$ cat src/rtl/pg_multi_core_if.sv
// pg_multi_core_if: control/config/output bundle of the multi-channel pulse core
// master drives start/stop/update requests and config, slave (the core) returns
// o_pulse, o_sync, o_busy and o_upd_ack.
interface pg_multi_core_if #(
  parameter int NUM_CH = 4,
  parameter int CNT_W  = 24
);
  logic                    i_start;
  logic                    i_stop;
  logic                    i_update;
  logic [CNT_W-1:0]        i_period;
  logic [15:0]             i_burst_len;
  logic [NUM_CH*CNT_W-1:0] i_st;
  logic [NUM_CH*CNT_W-1:0] i_end;
  logic [NUM_CH-1:0]       o_pulse;
  logic                    o_sync;
  logic                    o_busy;
  logic                    o_upd_ack;
  modport master (
    output i_start, i_stop, i_update, i_period, i_burst_len, i_st, i_end,
    input  o_pulse, o_sync, o_busy, o_upd_ack
  );
  modport slave (
    input  i_start, i_stop, i_update, i_period, i_burst_len, i_st, i_end,
    output o_pulse, o_sync, o_busy, o_upd_ack
  );
endinterface

$ cat src/rtl/pg_multi_core.sv
// pg_multi_core: NUM_CH pulse trains from one shared period counter with shadowed config
// Ports: i_clk core clock, i_res_n async active-low reset, pg (pg_multi_core_if.slave)
// carrying start/stop/update requests, period/burst/window config and the registered
// outputs. Define PG_BURST_EN to honour i_burst_len (finite bursts); otherwise runs
// are continuous until stopped.
module pg_multi_core #(
  parameter int NUM_CH = 4,
  parameter int CNT_W  = 24
) (
  input logic          i_clk,
  input logic          i_res_n,
  pg_multi_core_if.slave pg
);
  typedef enum logic {IDLE, RUN} state_t;
  state_t state;
  logic [CNT_W-1:0] cnt, period_s;
  logic [CNT_W-1:0] st_s [NUM_CH];
  logic [CNT_W-1:0] end_s [NUM_CH];
  logic upd_pend, stop_pend;
  logic [NUM_CH-1:0] win;
  logic wrap, do_load, done;
  assign wrap = cnt == period_s;
  // an update arriving on the wrap cycle itself merges into that wrap's load
  assign do_load = (state == IDLE) ? (pg.i_start || pg.i_update) : (wrap && (upd_pend || pg.i_update));
`ifdef PG_BURST_EN
  logic [15:0] burst_s, pcnt;
  assign done = wrap && (stop_pend || pg.i_stop || (burst_s != 16'd0 && pcnt + 16'd1 == burst_s));
  always_ff @(posedge i_clk or negedge i_res_n) begin
    if (!i_res_n) begin
      burst_s <= '0;
      pcnt    <= '0;
    end else begin
      if (do_load) burst_s <= pg.i_burst_len;
      pcnt <= (state == IDLE) ? 16'd0 : wrap ? pcnt + 16'd1 : pcnt;
    end
  end
`else
  logic unused_burst;
  assign unused_burst = ^pg.i_burst_len;
  assign done = wrap && (stop_pend || pg.i_stop);
`endif
  // st < end: plain window; st > end: window wraps through cnt = 0; st == end: empty
  always_comb begin
    win = '0;
    for (int k = 0; k < NUM_CH; k++)
      win[k] = (st_s[k] < end_s[k]) ? (cnt >= st_s[k] && cnt < end_s[k])
                                    : (st_s[k] > end_s[k] && (cnt >= st_s[k] || cnt < end_s[k]));
  end
  always_ff @(posedge i_clk or negedge i_res_n) begin
    if (!i_res_n) begin
      state        <= IDLE;
      cnt          <= '0;
      period_s     <= '0;
      upd_pend     <= 1'b0;
      stop_pend    <= 1'b0;
      pg.o_pulse   <= '0;
      pg.o_sync    <= 1'b0;
      pg.o_busy    <= 1'b0;
      pg.o_upd_ack <= 1'b0;
      for (int k = 0; k < NUM_CH; k++) begin
        st_s[k]  <= '0;
        end_s[k] <= '0;
      end
    end else begin
      pg.o_upd_ack <= do_load;
      if (do_load) begin
        period_s <= pg.i_period;
        for (int k = 0; k < NUM_CH; k++) begin
          st_s[k]  <= pg.i_st[k*CNT_W +: CNT_W];
          end_s[k] <= pg.i_end[k*CNT_W +: CNT_W];
        end
      end
      if (state == IDLE) begin
        cnt        <= '0;
        upd_pend   <= 1'b0;
        stop_pend  <= 1'b0;
        pg.o_pulse <= '0;
        pg.o_sync  <= 1'b0;
        if (pg.i_start) begin
          state     <= RUN;
          pg.o_busy <= 1'b1;
        end
      end else begin
        pg.o_pulse <= win;
        pg.o_sync  <= cnt == '0;
        cnt        <= wrap ? '0 : cnt + 1'b1;
        upd_pend   <= !wrap && (upd_pend || pg.i_update);
        stop_pend  <= !wrap && (stop_pend || pg.i_stop);
        if (done) begin
          state     <= IDLE;
          pg.o_busy <= 1'b0;
        end
      end
    end
  end
endmodule

$ cat src/flat_wrapper.sv
// flat-port wrapper written by rule: the top's interface ports become plain ports
module pg_multi_core_flat 
#(
  parameter int NUM_CH = 4,
  parameter int CNT_W  = 24
)
  (i_clk, i_res_n, pg_i_start, pg_i_stop, pg_i_update, pg_i_period, pg_i_burst_len, pg_i_st, pg_i_end, pg_o_pulse, pg_o_sync, pg_o_busy, pg_o_upd_ack);
  pg_multi_core_if #(.NUM_CH(NUM_CH), .CNT_W(CNT_W)) pg_i ();
  input logic i_clk;
  input logic i_res_n;
  input wire logic [$bits(pg_i.i_start)-1:0] pg_i_start;
  input wire logic [$bits(pg_i.i_stop)-1:0] pg_i_stop;
  input wire logic [$bits(pg_i.i_update)-1:0] pg_i_update;
  input wire logic [$bits(pg_i.i_period)-1:0] pg_i_period;
  input wire logic [$bits(pg_i.i_burst_len)-1:0] pg_i_burst_len;
  input wire logic [$bits(pg_i.i_st)-1:0] pg_i_st;
  input wire logic [$bits(pg_i.i_end)-1:0] pg_i_end;
  output wire logic [$bits(pg_i.o_pulse)-1:0] pg_o_pulse;
  output wire logic [$bits(pg_i.o_sync)-1:0] pg_o_sync;
  output wire logic [$bits(pg_i.o_busy)-1:0] pg_o_busy;
  output wire logic [$bits(pg_i.o_upd_ack)-1:0] pg_o_upd_ack;
  assign pg_i.i_start = pg_i_start;
  assign pg_i.i_stop = pg_i_stop;
  assign pg_i.i_update = pg_i_update;
  assign pg_i.i_period = pg_i_period;
  assign pg_i.i_burst_len = pg_i_burst_len;
  assign pg_i.i_st = pg_i_st;
  assign pg_i.i_end = pg_i_end;
  assign pg_o_pulse = pg_i.o_pulse;
  assign pg_o_sync = pg_i.o_sync;
  assign pg_o_busy = pg_i.o_busy;
  assign pg_o_upd_ack = pg_i.o_upd_ack;
  pg_multi_core #(.NUM_CH(NUM_CH), .CNT_W(CNT_W)) u_core (.i_clk(i_clk), .i_res_n(i_res_n), .pg(pg_i));
endmodule
$ cat config.mk
export PLATFORM = sky130hd
export DESIGN_NAME = pg_multi_core_flat
export DESIGN_NICKNAME = d
export VERILOG_FILES = /design/src/rtl/pg_multi_core_if.sv /design/src/rtl/pg_multi_core.sv /design/src/flat_wrapper.sv
export SDC_FILE = /design/constraint.sdc
export NUM_CORES = 1
export LEC_CHECK = 0
export ABC_CLOCK_PERIOD_IN_PS = 7100
export BUFFER_PORTS_ARGS = -buffer_cell sky130_fd_sc_hd__buf_4
export CORE_MARGIN = 2
export CORE_UTILIZATION = 63
export DETAILED_ROUTE_END_ITERATION = 6
export PLACE_DENSITY = 0.87
export RECOVER_POWER = 100
export SYNTH_ARGS = -nofsm -noshare
export SYNTH_HDL_FRONTEND = slang
export SYNTH_SLANG_ARGS = --single-unit
$ cat constraint.sdc
create_clock -name i_clk -period 7.1 [get_ports i_clk]
set_input_delay 0 -clock i_clk [delete_from_list [all_inputs] [get_ports i_clk]]
set_output_delay 0 -clock i_clk [all_outputs]
set_load 0.03 [all_outputs]
### Word-level counts from Yosys, hierarchy flattened

Cells that the tools add are included.
Widths: inputs -> output; s select.

| storage, ports and cells | value |
|---|---|
| logic and storage cells | 76 |
| input port bits | 237 |
| output and inout bits | 7 |
| register bits after elaboration | 250 |

| operators by class | value |
|---|---|
| eq/ne operators | 2 |
| multiplexer cells | 17 |
| reduce and logical (&&, ||, !) cells | 23 |
| $add $sub $neg | 1 |
| order comparisons | 16 |

Operators by type and width:

| cell | count |
|---|---|
| $lt 24x24->1 | 8 |
| $ge 24x24->1 | 4 |
| $gt 24x24->1 | 4 |
| $mux 24 | 2 |
| $add 24x1->24 const B | 1 |
| $eq 24x24->1 | 1 |
| $logic_not 24->1 | 1 |
| $mux 1 | 14 |
| $logic_and 1x1->1 | 12 |
| $logic_or 1x1->1 | 7 |
| $mux 4 | 1 |
| $ne 2x2->1 const B | 1 |
| $reduce_and 2->1 | 1 |
| $reduce_bool 2->1 | 1 |
| $logic_not 1->1 | 1 |

### Longest topological paths before layout

| logic depth | value |
|---|---|
| word-level depth | 5 |
| depth in mapped cells | 10 |
| gate-level depth less buffers | 9 |

### Worst setup path after synthesis

No wires, ideal clock.

| path | value |
|---|---|
| kind | reg2reg |
| from | reg u_core.cnt[21] |
| to | reg u_core.pg.o_pulse[1] |
| setup slack | 4733 ps |
| clock period less this slack | 2367 ps |
| data required time | 6966 ps |
| stages on the path, launching flop included | 9 |
| buffers on the path | 0 |
| arrival time | 2233 ps |
| setup time | 134 ps |
| cell sequence | dfrtp_1 -> ha_1 -> nand4_1 -> or3_1 -> or4_1 -> a31oi_1 -> nor3_1 -> nor2_1 -> o32ai_1 |

| between the ends | value |
|---|---|
| word-level cells in the longest chain between the ends | 5 |
| elaborated cells on any way between the ends | 7 |
| classes of those cells | order compare: 2; mux: 2; reduce/logical: 3 |

RTL lines:

| element | RTL line | text |
|---|---|---|
| start: declaration | pg_multi_core.sv:16 | `logic [CNT_W-1:0] cnt, period_s;` |
| start signal: assignment | pg_multi_core.sv:86 | `cnt <= wrap ? '0 : cnt + 1'b1;` |
| $ge 24x24->1 / $lt 24x24->1 (equally long branches) | pg_multi_core.sv:46, pg_multi_core.sv:47 |  |
| $logic_or 1x1->1 | pg_multi_core.sv:47 | `: (st_s[k] > end_s[k] && (cnt >= st_s[k] \|\| cnt < end_s[k]));` |
| $logic_and 1x1->1 | pg_multi_core.sv:47 |  |
| $mux 1 (*) | pg_multi_core.sv:46 | `win[k] = (st_s[k] < end_s[k]) ? (cnt >= st_s[k] && cnt < end_s[k])` |
| $mux 4 (*) | pg_multi_core.sv:73 | `if (state == IDLE) begin` |
| end signal: assignment | pg_multi_core.sv:84 | `pg.o_pulse <= win;` |
| end: declaration | pg_multi_core_if.sv:25 | `output o_pulse, o_sync, o_busy, o_upd_ack` |

Every way passes the cells marked *; elsewhere a longest branch is shown, timed or not.
A chain may end at the register's enable or synchronous reset.

### Final worst setup path

| path | value |
|---|---|
| from | reg u_core.cnt[6] |
| to | reg u_core.period_s[15] |

| between the ends | value |
|---|---|
| word-level cells in the longest chain between the ends | 3 |

RTL lines:

| element | RTL line | text |
|---|---|---|
| $eq 24x24->1 | pg_multi_core.sv:22 | `assign wrap = cnt == period_s;` |
| $logic_and 1x1->1 | pg_multi_core.sv:24 | `assign do_load = (state == IDLE) ? (pg.i_start \|\| pg.i_update) : (wrap && (upd_pend \|\| pg.i_update));` |
| $mux 1 | pg_multi_core.sv:24 |  |
| end signal: assignment | pg_multi_core.sv:67 | `period_s <= pg.i_period;` |
| end: declaration | pg_multi_core.sv:16 |  |

Every way passes these cells.

==> flow_summary_export.csv <==
group,metric,value,unit
floorplanning,rows,58,
cells_and_area,drive_above_1_share,13.4,%
min_path,worstHoldPathType,"primary input to async pin",
synth,yosysTopAreaCell,"dfrtp_1",
global_routing,antenna_found_initial,1,
worst_setup_path,required,7.51,ns
cells_and_area,final_common_cell,"ha_1",
status,outcome,"finished, violations left",
detailed_routing,drc_errors,0,
cells_and_area,regArea,6260,sq um
timing,finalMaxSlewViolations,44,
cells_and_area,layout_common_cells,"ha_1, dfrtp_1, nand2_1",
place,io_buffer_count,227,
floorplanning,die_x,164,microns
global_routing,grt_overflow,0,
global_routing,grt_max_degree,236,
clocking,clock_path_buffers,3,
cells_and_area,final_util,83.8,%
clocking,ctsResizeCount,0,
global_routing,grt_pass1_wl,85100,microns
timing,rsz0062_at_grt,"no",
cells_and_area,fillers,1341,
synth,synth_warnings,0,
timing,period_needed,4.08,ns
cells_and_area,multi_input_area,8820,sq um
timing,setup_tns,0,ns
worst_setup_path,r2r-start,"u_core.cnt[6]$_DFF_PN0_",
place,dp_hpwl,31000,microns
detailed_routing,ant_nets,0,
clocking,clkTransAtPathRegs,0.07,ns
timing,fin_skew,0.0169,ns
power_and_ir_drop,leakagePower,10.7,nW
clocking,clkSinkCount,250,
synth,yosysSeqAreaShare,38.9,%
global_routing,grt_pass1_vias,16500,
clocking,htreeDepth,1,
place,gp_congestion,0.884,
floorplanning,core_area,25100,sq um
worst_setup_path,path_max_fanout,235,
status,violations,"max-capacitance violations, max-slew violations",
worst_setup_path,end_kind,"flip-flop",
timing,fin_crit_sh,57.4,%
synth,syn_area,16100,sq um
job,maxCapViolations,1,
floorplanning,pin_count,244,
synth,synth_flop_cell,"dfrtp_1",
cells_and_area,area_growth,30.9,%
synth,yosysUniqueCellTypes,48,
detailed_routing,wl_per_cell,21.8,microns
timing,hold_viol,0,
detailed_routing,wl,55000,microns
worst_setup_path,crit_start,"u_core.cnt[6]$_DFF_PN0_",
synth,synth.avg_cell_area,9.30,sq um
synth,ys_ff_latch,250,
global_routing,grt_util_all_layers,41.1,%
clocking,root_buffer,"clkbuf_16",
clocking,cts_tree,"yes",
floorplanning,die_area,26800,sq um
detailed_routing,firstDrtPassIters,5,
detailed_routing,vias,15700,
worst_setup_path,cp.arrival,4.48,ns
timing,setup_viol,0,
power_and_ir_drop,vdd_ir_drop_max,0.256,mV
power_and_ir_drop,powerDensity,227,nW/um^2
synth,synth.area.top_cells,"dfrtp_1, ha_1, o21ai_0",
clocking,cts_buffers,27,
detailed_routing,via_per_inst,6.24,
synth,synth-edff-count,0,
synth,syn_inst,1729,
timing,fmax,245,MHz
floorplanning,die_y,164,microns
clocking,clk-insertion-delay-late,0.55,ns
detailed_routing,drt_iter0_markers,1449,
floorplanning,initial_core_util,64.0,%
timing,worstMarginPinSlew,2.36,ns
cells_and_area,nets,2692,
synth,yosysTopAreaCellShare,38.9,%
synth,ys_async_sr_fraction,100,%
worst_setup_path,cp-start-kind,"flip-flop",
timing,slew_headroom,-57.3,%
synth,synth_nets,2252,
worst_setup_path,path_class,"flip-flop to flip-flop",
==> sequential cells by signal (all words and copies together) (netlist names) <==
| signal | count |
|---|---|
| u_core.cnt | 24 |
| u_core.end_s | 96 |
| u_core.period_s | 24 |
| u_core.pg.o_busy | 1 |
| u_core.pg.o_pulse | 4 |
| u_core.pg.o_sync | 1 |
| u_core.pg.o_upd_ack | 1 |
| u_core.st_s | 96 |
| u_core.state | 1 |
| u_core.stop_pend | 1 |
| u_core.upd_pend | 1 |
==> cell usage after synthesis, types with 7 or more instances <==
master / instances
xor2_1: 22
o211ai_1: 11
nand3_1: 25
nor3_1: 10
a211oi_1: 10
nand2b_1: 7
nor2_1: 56
dfrtp_1: 250
a21oi_1: 91
nand4_1: 52
o21ai_0: 212
nor4_1: 13
ha_1: 286
a21o_1: 75
o21ai_1: 8
mux2_2: 28
and3_1: 7
xnor2_1: 24
nand2_1: 233
or3_1: 7
nor2b_1: 8
buf_2: 39
inv_1: 198
==> critical path, cell delays in order (launching register included) <==
cell and delay (ns):
dfrtp_1 0.89, xnor2_1 0.19, nand4_1 0.19, nor4_1 0.34, nand3_1 0.31, o31ai_1 0.70
buf_12 0.53, mux2_1 0.44
==> repair_timing <==
item / 4_1_cts / 5_1_grt
buffers inserted: 0 / 0
hold buffers: 220 / 0
hold endpoints to repair: 345 / 0
==> stage by stage <==
| stage | power (mW) | setup WS, ns | cell area [sq um] | std cells | hold WS (ns) |
|---|---|---|---|---|---|
| after floorplan | 2.66 | 4.73 | 16100 | 1729 | -0.296 |
| after global placement | 3.06 | 3.61 | 18100 | 2250 | 0.166 |
| after detailed placement | 3.17 | 3.54 | 18100 | 2250 | 0.167 |
| after CTS | 4.59 | 3.54 | 21100 | 2514 | 0.189 |
| after global routing | 4.98 | 2.96 | 21000 | 2515 | 0.212 |
| final | 4.77 | 3.02 | 21000 | 2516 | 0.0978 |
==> worst paths after layout <==
path | endpoint | slack (ns) | cells after the start
max reg2reg | u_core.period_s[15]$_DFFE_PN0P_ | 3.02 | 7
max | u_core.period_s[15]$_DFFE_PN0P_ | 3.02 | 7
min reg2reg | u_core.stop_pend$_DFF_PN0_ | 0.48 | 2
min in group i_clk | u_core.end_s[43]$_DFFE_PN0P_ | 0.20 | 4
min | u_core.end_s[11]$_DFFE_PN0P_ | 0.1 | 2
max in group asynchronous | u_core.st_s[20]$_DFFE_PN0P_ | 4.07 | 3
==> layout make-up <==
class	count	share of cell area, %
Multi-Input combinational cell	1232	41.9
Sequential cell	250	29.7
Timing Repair Buffer	460	19.0
Clock buffer	42	3.72
Inverter	198	3.53
Tap cell	330	1.96
Clock inverter	2	0.0773
Antenna cell	2	0.0238
==> power by group <==
| group | internal, mW | switching, mW | total, mW |
|---|---|---|---|
| sequential | 1.63 | 0.226 | 1.86 |
| combinational | 0.700 | 0.862 | 1.56 |
| clock | 0.748 | 0.599 | 1.35 |
==> metal layers <==
layer | track usage, % | share of wire [%]
met2 | 69.6 | 48
met3 | 8.51 | 9.0
met5 | 0 | 0
met4 | 27.7 | 8.3
met1 | 46.8 | 35
==> cells by family after synthesis <==
logic type | count (synthesis) | share of synthesized area, %
DFF | 250 | 38.9
AOI/OAI and AO/OA | 441 | 16.1
muxes | 29 | 2.02
buffers and inverters | 247 | 6.16
and+or+nand+nor | 430 | 12.1
xor gates and xnor gates | 46 | 2.51
adders and majority gates | 286 | 22.3
Power figures use the tool's default switching activity.
